**src/rtl/vscale_htif_tohost_monitor.sv**
```systemverilog
`default_nettype none
// ============================================================================
// Module  : vscale_htif_tohost_monitor
// Brief   : Polls the tohost CSR over HTIF and decodes the riscv-tests exit
//           protocol into sticky pass/fail/timeout flags.
// Revision: 1.0 - initial release
// ============================================================================
module vscale_htif_tohost_monitor #(
    parameter int unsigned                PCR_WIDTH   = 64,
    parameter int unsigned                ADDR_WIDTH  = 12,
    parameter logic [ADDR_WIDTH-1:0]      TOHOST_ADDR = 12'h780,
    parameter int unsigned                POLL_GAP    = 4,
    parameter logic [63:0]                MAX_CYCLES  = 64'd100000
) (
    input  logic                   clk,
    input  logic                   reset,
    input  logic                   enable,
    output logic                   htif_pcr_req_valid,
    input  logic                   htif_pcr_req_ready,
    output logic                   htif_pcr_req_rw,
    output logic [ADDR_WIDTH-1:0]  htif_pcr_req_addr,
    output logic [PCR_WIDTH-1:0]   htif_pcr_req_data,
    input  logic                   htif_pcr_resp_valid,
    output logic                   htif_pcr_resp_ready,
    input  logic [PCR_WIDTH-1:0]   htif_pcr_resp_data,
    output logic                   done,
    output logic                   pass,
    output logic                   fail,
    output logic                   timeout,
    output logic [PCR_WIDTH-2:0]   fail_code,
    output logic [63:0]            cycle_count,
    output logic [31:0]            poll_count
);

    localparam int unsigned GW = (POLL_GAP > 1) ? $clog2(POLL_GAP) : 1;
    localparam logic [GW-1:0] GAP_LOAD = (POLL_GAP > 0) ? GW'(POLL_GAP - 1) : '0;

    typedef enum logic [2:0] {
        S_IDLE = 3'd0,
        S_REQ  = 3'd1,
        S_RESP = 3'd2,
        S_GAP  = 3'd3,
        S_DONE = 3'd4
    } state_t;

    state_t               state_q, state_d;
    logic [GW-1:0]        gap_cnt_q, gap_cnt_d;
    logic                 done_q, done_d;
    logic                 pass_q, pass_d;
    logic                 fail_q, fail_d;
    logic                 timeout_q, timeout_d;
    logic [PCR_WIDTH-2:0] fail_code_q, fail_code_d;
    logic [63:0]          cycle_count_q, cycle_count_d;
    logic [31:0]          poll_count_q, poll_count_d;

    logic w_active;
    logic w_tmo_hit;
    logic w_resp_term;

    always_comb begin
        state_d       = state_q;
        gap_cnt_d     = gap_cnt_q;
        done_d        = done_q;
        pass_d        = pass_q;
        fail_d        = fail_q;
        timeout_d     = timeout_q;
        fail_code_d   = fail_code_q;
        cycle_count_d = cycle_count_q;
        poll_count_d  = poll_count_q;

        w_active  = (state_q == S_REQ) || (state_q == S_RESP) || (state_q == S_GAP);
        // Widened compare so a saturated counter can never alias a small limit.
        w_tmo_hit = (MAX_CYCLES != 64'd0) && w_active &&
                    (({1'b0, cycle_count_q} + 65'd1) == {1'b0, MAX_CYCLES});
        w_resp_term = htif_pcr_resp_valid && (htif_pcr_resp_data != '0);

        if (w_active && (cycle_count_q != '1)) begin
            cycle_count_d = cycle_count_q + 64'd1;
        end

        case (state_q)
            S_IDLE: begin
                if (enable) begin
                    state_d = S_REQ;
                end
            end
            S_REQ: begin
                if (htif_pcr_req_ready) begin
                    poll_count_d = poll_count_q + 32'd1;
                    state_d      = S_RESP;
                end
                if (w_tmo_hit) begin
                    state_d   = S_DONE;
                    done_d    = 1'b1;
                    timeout_d = 1'b1;
                end
            end
            S_RESP: begin
                // A terminal response beats a coincident timeout; a zero one does not.
                if (w_resp_term) begin
                    state_d = S_DONE;
                    done_d  = 1'b1;
                    if (htif_pcr_resp_data == PCR_WIDTH'(1)) begin
                        pass_d = 1'b1;
                    end else begin
                        fail_d      = 1'b1;
                        fail_code_d = htif_pcr_resp_data[PCR_WIDTH-1:1];
                    end
                end else if (w_tmo_hit) begin
                    state_d   = S_DONE;
                    done_d    = 1'b1;
                    timeout_d = 1'b1;
                end else if (htif_pcr_resp_valid) begin
                    if (POLL_GAP == 0) begin
                        state_d = S_REQ;
                    end else begin
                        state_d   = S_GAP;
                        gap_cnt_d = GAP_LOAD;
                    end
                end
            end
            S_GAP: begin
                if (w_tmo_hit) begin
                    state_d   = S_DONE;
                    done_d    = 1'b1;
                    timeout_d = 1'b1;
                end else if (gap_cnt_q == '0) begin
                    state_d = S_REQ;
                end else begin
                    gap_cnt_d = gap_cnt_q - 1'b1;
                end
            end
            S_DONE: begin
                state_d = S_DONE;
            end
            default: begin
                state_d = S_IDLE;
            end
        endcase
    end

    always_ff @(posedge clk) begin
        if (!reset) begin
            state_q       <= S_IDLE;
            gap_cnt_q     <= '0;
            done_q        <= 1'b0;
            pass_q        <= 1'b0;
            fail_q        <= 1'b0;
            timeout_q     <= 1'b0;
            fail_code_q   <= '0;
            cycle_count_q <= '0;
            poll_count_q  <= '0;
        end else begin
            state_q       <= state_d;
            gap_cnt_q     <= gap_cnt_d;
            done_q        <= done_d;
            pass_q        <= pass_d;
            fail_q        <= fail_d;
            timeout_q     <= timeout_d;
            fail_code_q   <= fail_code_d;
            cycle_count_q <= cycle_count_d;
            poll_count_q  <= poll_count_d;
        end
    end

    assign htif_pcr_req_valid  = (state_q == S_REQ);
    assign htif_pcr_resp_ready = (state_q == S_RESP);
    assign htif_pcr_req_rw     = 1'b0;
    assign htif_pcr_req_addr   = TOHOST_ADDR;
    assign htif_pcr_req_data   = '0;
    assign done                = done_q;
    assign pass                = pass_q;
    assign fail                = fail_q;
    assign timeout             = timeout_q;
    assign fail_code           = fail_code_q;
    assign cycle_count         = cycle_count_q;
    assign poll_count          = poll_count_q;

endmodule
`default_nettype wire

```
**config.mk**
```make
export PLATFORM = sky130hd
export DESIGN_NAME = vscale_htif_tohost_monitor
export DESIGN_NICKNAME = d
export VERILOG_FILES = /design/src/rtl/vscale_htif_tohost_monitor.sv
export SDC_FILE = /design/constraint.sdc
export NUM_CORES = 1
export LEC_CHECK = 0
export ABC_AREA = 1
export BUFFER_PORTS_ARGS = -buffer_cell sky130_fd_sc_hd__buf_4
export CAP_MARGIN = 0
export CORE_ASPECT_RATIO = 1.25
export CORE_MARGIN = 2
export CORE_UTILIZATION = 45
export DETAILED_ROUTE_END_ITERATION = 10
export PLACE_DENSITY = 0.72
export RECOVER_POWER = 25
export SYNTH_ARGS = -nofsm -noshare
export SYNTH_HDL_FRONTEND = slang
export SYNTH_SLANG_ARGS = --single-unit
```
**constraint.sdc**
```tcl
create_clock -name clk -period 3.03 [get_ports clk]
set_input_delay 0.303 -clock clk [delete_from_list [all_inputs] [get_ports clk]]
set_output_delay 0.303 -clock clk [all_outputs]
set_load 0.02 [all_outputs]
```
=== After elaboration in Yosys (flattened, before gate mapping) ===
Index checks and enable logic that the tools add are counted.

* Flip-flop bits (word level): 168
* Input port bits: 69
* Output and inout port bits: 242

* Add/sub/neg operators: 4
* Eq/ne operators: 16
* Mux-type cells: 21
* Bitwise logic cells: 1
* Reduce and logical (&&, ||, !) cells: 17

{| class="wikitable"
|+ Operators with widths
! kind !! count
|-
| $add 64x1->65 const B || 1
|-
| $eq 65x17->1 const B || 1
|-
| $add 64x1->64 const B || 1
|-
| $eq 64x1->1 const B || 1
|-
| $ne 64x64->1 const B || 1
|-
| $reduce_bool 64->1 || 1
|-
| $add 32x1->32 const B || 1
|-
| $mux 3 || 8
|-
| $pmux 3 s5 || 1
|-
| $ne 2x2->1 const B || 6
|-
| $mux 2 || 5
|-
| $eq 3x2->1 const B || 2
|-
| $reduce_and 3->1 || 2
|-
| $reduce_and 6->1 || 1
|-
| $mux 1 || 4
|-
| $ne 4x2->1 const B || 1
|-
| $pmux 1 s2 || 2
|-
| $pmux 2 s2 || 1
|-
| $reduce_and 2->1 || 2
|-
| $reduce_and 4->1 || 1
|-
| $reduce_bool 2->1 || 2
|-
| $eq 3x1->1 const B || 1
|-
| $eq 3x3->1 const B || 1
|-
| $logic_and 1x1->1 || 3
|-
| other kinds (8) || 9
|}

=== Logic depth before layout (Yosys ltp) ===
* Depth in word-level cells: 7
* Depth in mapped cells: 20
* Mapped depth without buffers: 20

=== Worst setup path after synthesis ===
No wires, ideal clock.

* Path type: flip-flop to flip-flop
* Start point: reg cycle_count_q[0], in the netlist cycle_count[0]
* End point: reg state_q[0]
* Setup time: 0.113 ns
* Arrival time: 2.360 ns
* Data required time: 2.917 ns
* Path slack: 0.558 ns
* Stages on the path, launching flop included: 17
* Path buffers: 0
* Clock period less this slack: 2.472 ns
* Cell sequence: dfxtp_1 -> ha_1 -> nand2_2 -> nor2_4 -> nand2_4 -> nor2_2 -> nand3b_1 -> xor2_1 -> nand2_1 -> nor2_1 -> nand2_1 -> nor2_2 -> nand3_4 -> a21oi_4 -> nand3_1 -> nand2_1 -> nor2_1

* Word-level cells in the longest chain between the ends: 6
* Elaborated cells between the ends (all ways): 12

{| class="wikitable"
|+ Ends and longest elaborated chain
! item !! line !! RTL
|-
| start: declaration || 53 || <nowiki>logic [63:0] cycle_count_q, cycle_count_d;</nowiki>
|-
| start signal: assignment || 161 || <nowiki>cycle_count_q <= cycle_count_d;</nowiki>
|-
| $add 64x1->65 * || 74 || <nowiki>(({1'b0, cycle_count_q} + 65'd1) == {1'b0, MAX_CYCLES});</nowiki>
|-
| $eq 65x17->1 * || 74 ||
|-
| $logic_and 1x1->1 * || 73 || <nowiki>w_tmo_hit = (MAX_CYCLES != 64'd0) && w_active &&</nowiki>
|-
| $mux 3 || 109 || <nowiki>end else if (w_tmo_hit) begin</nowiki>
|-
| $mux 3 || 100 || <nowiki>if (w_resp_term) begin</nowiki>
|-
| $pmux 3 s5 || 81 || <nowiki>case (state_q)</nowiki>
|-
| end signal: assignment || 154 || <nowiki>state_q <= state_d;</nowiki>
|-
| end: declaration || 46 || <nowiki>state_t state_q, state_d;</nowiki>
|}

Mark *: on every way between the ends. The rest lies on a longest branch, timed or not.
A chain may end at the register's enable or synchronous reset.

=== Worst setup path in the final report ===
* Start point: reg cycle_count_q[0], in the netlist cycle_count[0]
* End point: reg gap_cnt_q[0]

* Word-level cells in the longest chain between the ends: 5
* Elaborated cells between the ends (all ways): 6

{| class="wikitable"
|+ Ends and longest elaborated chain
! item !! line !! RTL
|-
| $add 64x1->65 * || 74 ||
|-
| $eq 65x17->1 * || 74 ||
|-
| $logic_and 1x1->1 * || 73 ||
|-
| $ne 2x2->1 (no line) || n/a ||
|-
| $reduce_and 6->1 (no line) * || n/a ||
|-
| end signal: assignment || 155 || <nowiki>gap_cnt_q <= gap_cnt_d;</nowiki>
|-
| end: declaration || 47 || <nowiki>logic [GW-1:0] gap_cnt_q, gap_cnt_d;</nowiki>
|}

Marked as above.

==> impl_metrics.yaml <==
outcome:
  status: "complete, no violations"
routing:
  dr_total_vias: 10375
  totalWireLength_um: 32350
  first_iter_violations: 755
  firstDrtPassIters: 8
  vias_per_cell: 5.201
  wl_per_cell_um: 16.22
  drc_errors: 0
  ant_nets: 0
die:
  die_y_um: 167.5
  die_w_um: 134.8
  io_pins: 311
  die_area_um2: 22590
  num_rows: 59
  start_util: 0.4609
  coreArea_um2: 20890
clock_network:
  htreeDepth: 4
  clockBufferDepth: 2
  cts_made_buffers: 17
  clk_pin_slew_worst_paths_ns: 0.08
  clock-sinks: 168
  cts_tree: "built"
  root_buffer: "clkbuf_16"
  clock_latency_ns: 0.43
sta:
  final.period_utilization: 0.9317
  max_freq_mhz: 354.2
  setup_tns_ns: 0
  rsz0062_at_grt: "false"
  fin_crit_ns: 2.823
  whs_ns: 0.1189
  hold_viol: 0
  finalMaxSlewViolations: 0
  maxSlewHeadroom: 0.5581
  fin_ws_ns: 0.2070
  fin_skew_ns: 0.01157
  tightest_slew_ns: 0.6618
  setup_viol: 0
synth:
  ys_types: 44
  synth_area_leaders: "dfxtp_1, nand2_1, nor2_1, o21ai_0, buf_4"
  synth_area_leader_cell: "dfxtp_1"
  synth_seq_area_share: 0.3493
  netlist_area_um2: 9628
  async_reset_ff_frac: 0
  synth_top_area_frac: 0.3493
  synth_cells: 1486
  synth-edff-count: 0
  syn_avg_cell_area_um2: 6.479
  synth-seq-cells: 168
  yosysWarnings: 0
  synthFlopType: "dfxtp_1"
  netlist_top_cells_count: "nand2_1, nor2_1, dfxtp_1"
  synth_most_common_cell: "nand2_1"
place:
  pre_cts_slack_ns: -0.09170
  port_buffers: 233
  gp_congestion: 1.012
  place_inst: 1964
  dp_hpwl_um: 25220
global_route:
  grt_pass1_vias: 9622
  grt_overflow_total: 0
  grt_max_degree: 66
  grt.total_usage: 0.2824
  antenna_found_initial: 0
  grt_pass1_wl_um: 50260
worst_setup_path:
  reg2reg_from: "cycle_count[0]"
  critPathMaxFanout: 9
  crit_start: "cycle_count[0]"
  path_common_cell: "nand2_1"
  rrSetupSlack_ns: 0.21
  setup.worst_path.class: "reg2reg"
  cp-end-kind: "register"
  slowest_stage: "dfxtp_1"
  cp.required_ns: 3.34
  cp_slowest_stage_delay_ns: 0.33
  crit_arrival_ns: 3.14
  crit_chain: "ha_1, nand2_2, nor2_4, nand2_1, nor2_4, nand2_1, xor2_1, nor2_1, nand2_1, nor2_1, nand2_1, nor2_4, nand3_4, nand2_2, nand2_1, nand3_1, a21oi_1"
  critPathLaunchType: "register"
power_and_ir_drop:
  power.density_nw_per_um2: 884.0
  power.total_w: 0.01041
  peakVddDrop_mv: 0.4185
  p_leak_nw: 4.786
layout:
  fin_nets: 1782
  stdcell_count: 1995
  drive_gt1_frac: 0.1580
  antennaDiodeCount: 0
  num-fill-cells: 2143
  areaGrowthSynthToFinish_pct: 22.29
worst_hold_path:
  hold_start: "htif_pcr_resp_data[40]"
  hold_path_class: "in2reg"
run:
  drv_cap: 0
## area by class of cell
cell class,instances,area (um^2),share of cell area
flip-flops and latches,168,3372,0.2864
clock inverters,14,160.2,0.01360
inverters,142,533.0,0.04527
multi-input cells,1128,5320,0.4519
well taps,274,342.8,0.02912
clock buffers,17,425.4,0.03613
repair buffers,252,1620,0.1376
## stage by stage
stage	util	cell area (um^2)
4_1_cts	0.5750	12010
3_3_place_gp	0.5466	11420
2_1_floorplan	-	9910
5_1_grt	0.5636	11770
6_report	0.5636	11770
3_5_place_dp	0.5466	11420
## registers in the layout, summed over array words and instances (netlist names)
name / count
state_q: 3
gap_cnt_q: 2
poll_count: 32
fail_code: 63
timeout: 1
pass: 1
fail: 1
done: 1
cycle_count: 64
## placed cells by master, fill, tap and decap left out, drive strengths merged
cell	netlist	final
nand3	44	44
nand2	332	332
buf	78	173
a21oi	75	75
a41oi	1	1
o221ai	1	1
xor2	19	19
clkbuf	45	96
nor2	298	298
xnor2	4	4
and2	3	3
clkinv	2	8
o211ai	1	1
or2	1	1
o21ai	142	142
ha	4	4
a211oi	13	13
clkinvlp	0	2
nor3	29	29
conb	2	77
nand3b	15	15
nor4	15	15
o21a	2	2
o21bai	4	4
dfxtp	168	168
inv	140	146
o22ai	1	1
nor3b	3	3
nand4	28	28
a31oi	16	16
## power by group
group / total (W) / switching, W / internal [W] / leakage (nW)
Combinational: 0.00454 / 0.00296 / 0.00158 / 3.13
Sequential: 0.00372 / 0.000864 / 0.00286 / 1.37
Clock: 0.00215 / 0.00104 / 0.00110 / 0.278
Total: 0.0104 / 0.00487 / 0.00553 / 4.79
## repair_timing
| item | CTS | global route |
|---|---|---|
| cloned | 0 | 0 |
| setup endpoints to repair | 6 | 8 |
| pin swaps | 0 | 2 |
| hold buffers | 0 | 0 |
| buffers inserted | 0 | 0 |
| endpoints found under the hold margin | 0 | 0 |
| resized for setup | 2 | 21 |
## layer usage
layer	wire length, um	global-route usage	vias to the layer above
li1	-	-	5100
met1	12220	0.3258	4704
met2	15700	0.4772	475
met3	2479	0.05904	96
met4	1962	0.1684	0
met5	0	0	-
## worst max-delay path: cells and delay by family, from the launching register on
kind / cells / cell delay, ns
fa+ha+maj: 1 / 0.23
compound gates: 1 / 0.07
simple gates: 14 / 1.90
flops: 1 / 0.33
xor+xnor: 1 / 0.18
## kinds of logic (layout without fill, tap and decap cells)
kind of cell	Yosys count	count (layout)	share of synthesized area
simple gates	768	768	0.3479
buf+inv	265	425	0.1335
fa+ha+maj	4	4	0.005198
other cells	2	77	0.0007800
xor+xnor	23	23	0.02092
compound gates	256	256	0.1424
flops	168	168	0.3493
## worst paths after layout
kind | end | cells past startpoint
max | gap_cnt_q[0] | 17
min | fail_code[39] | 3
max reg2reg | gap_cnt_q[0] | 17
min reg2reg | pass | 2
Note: power is estimated with default switching activity, not from simulation.
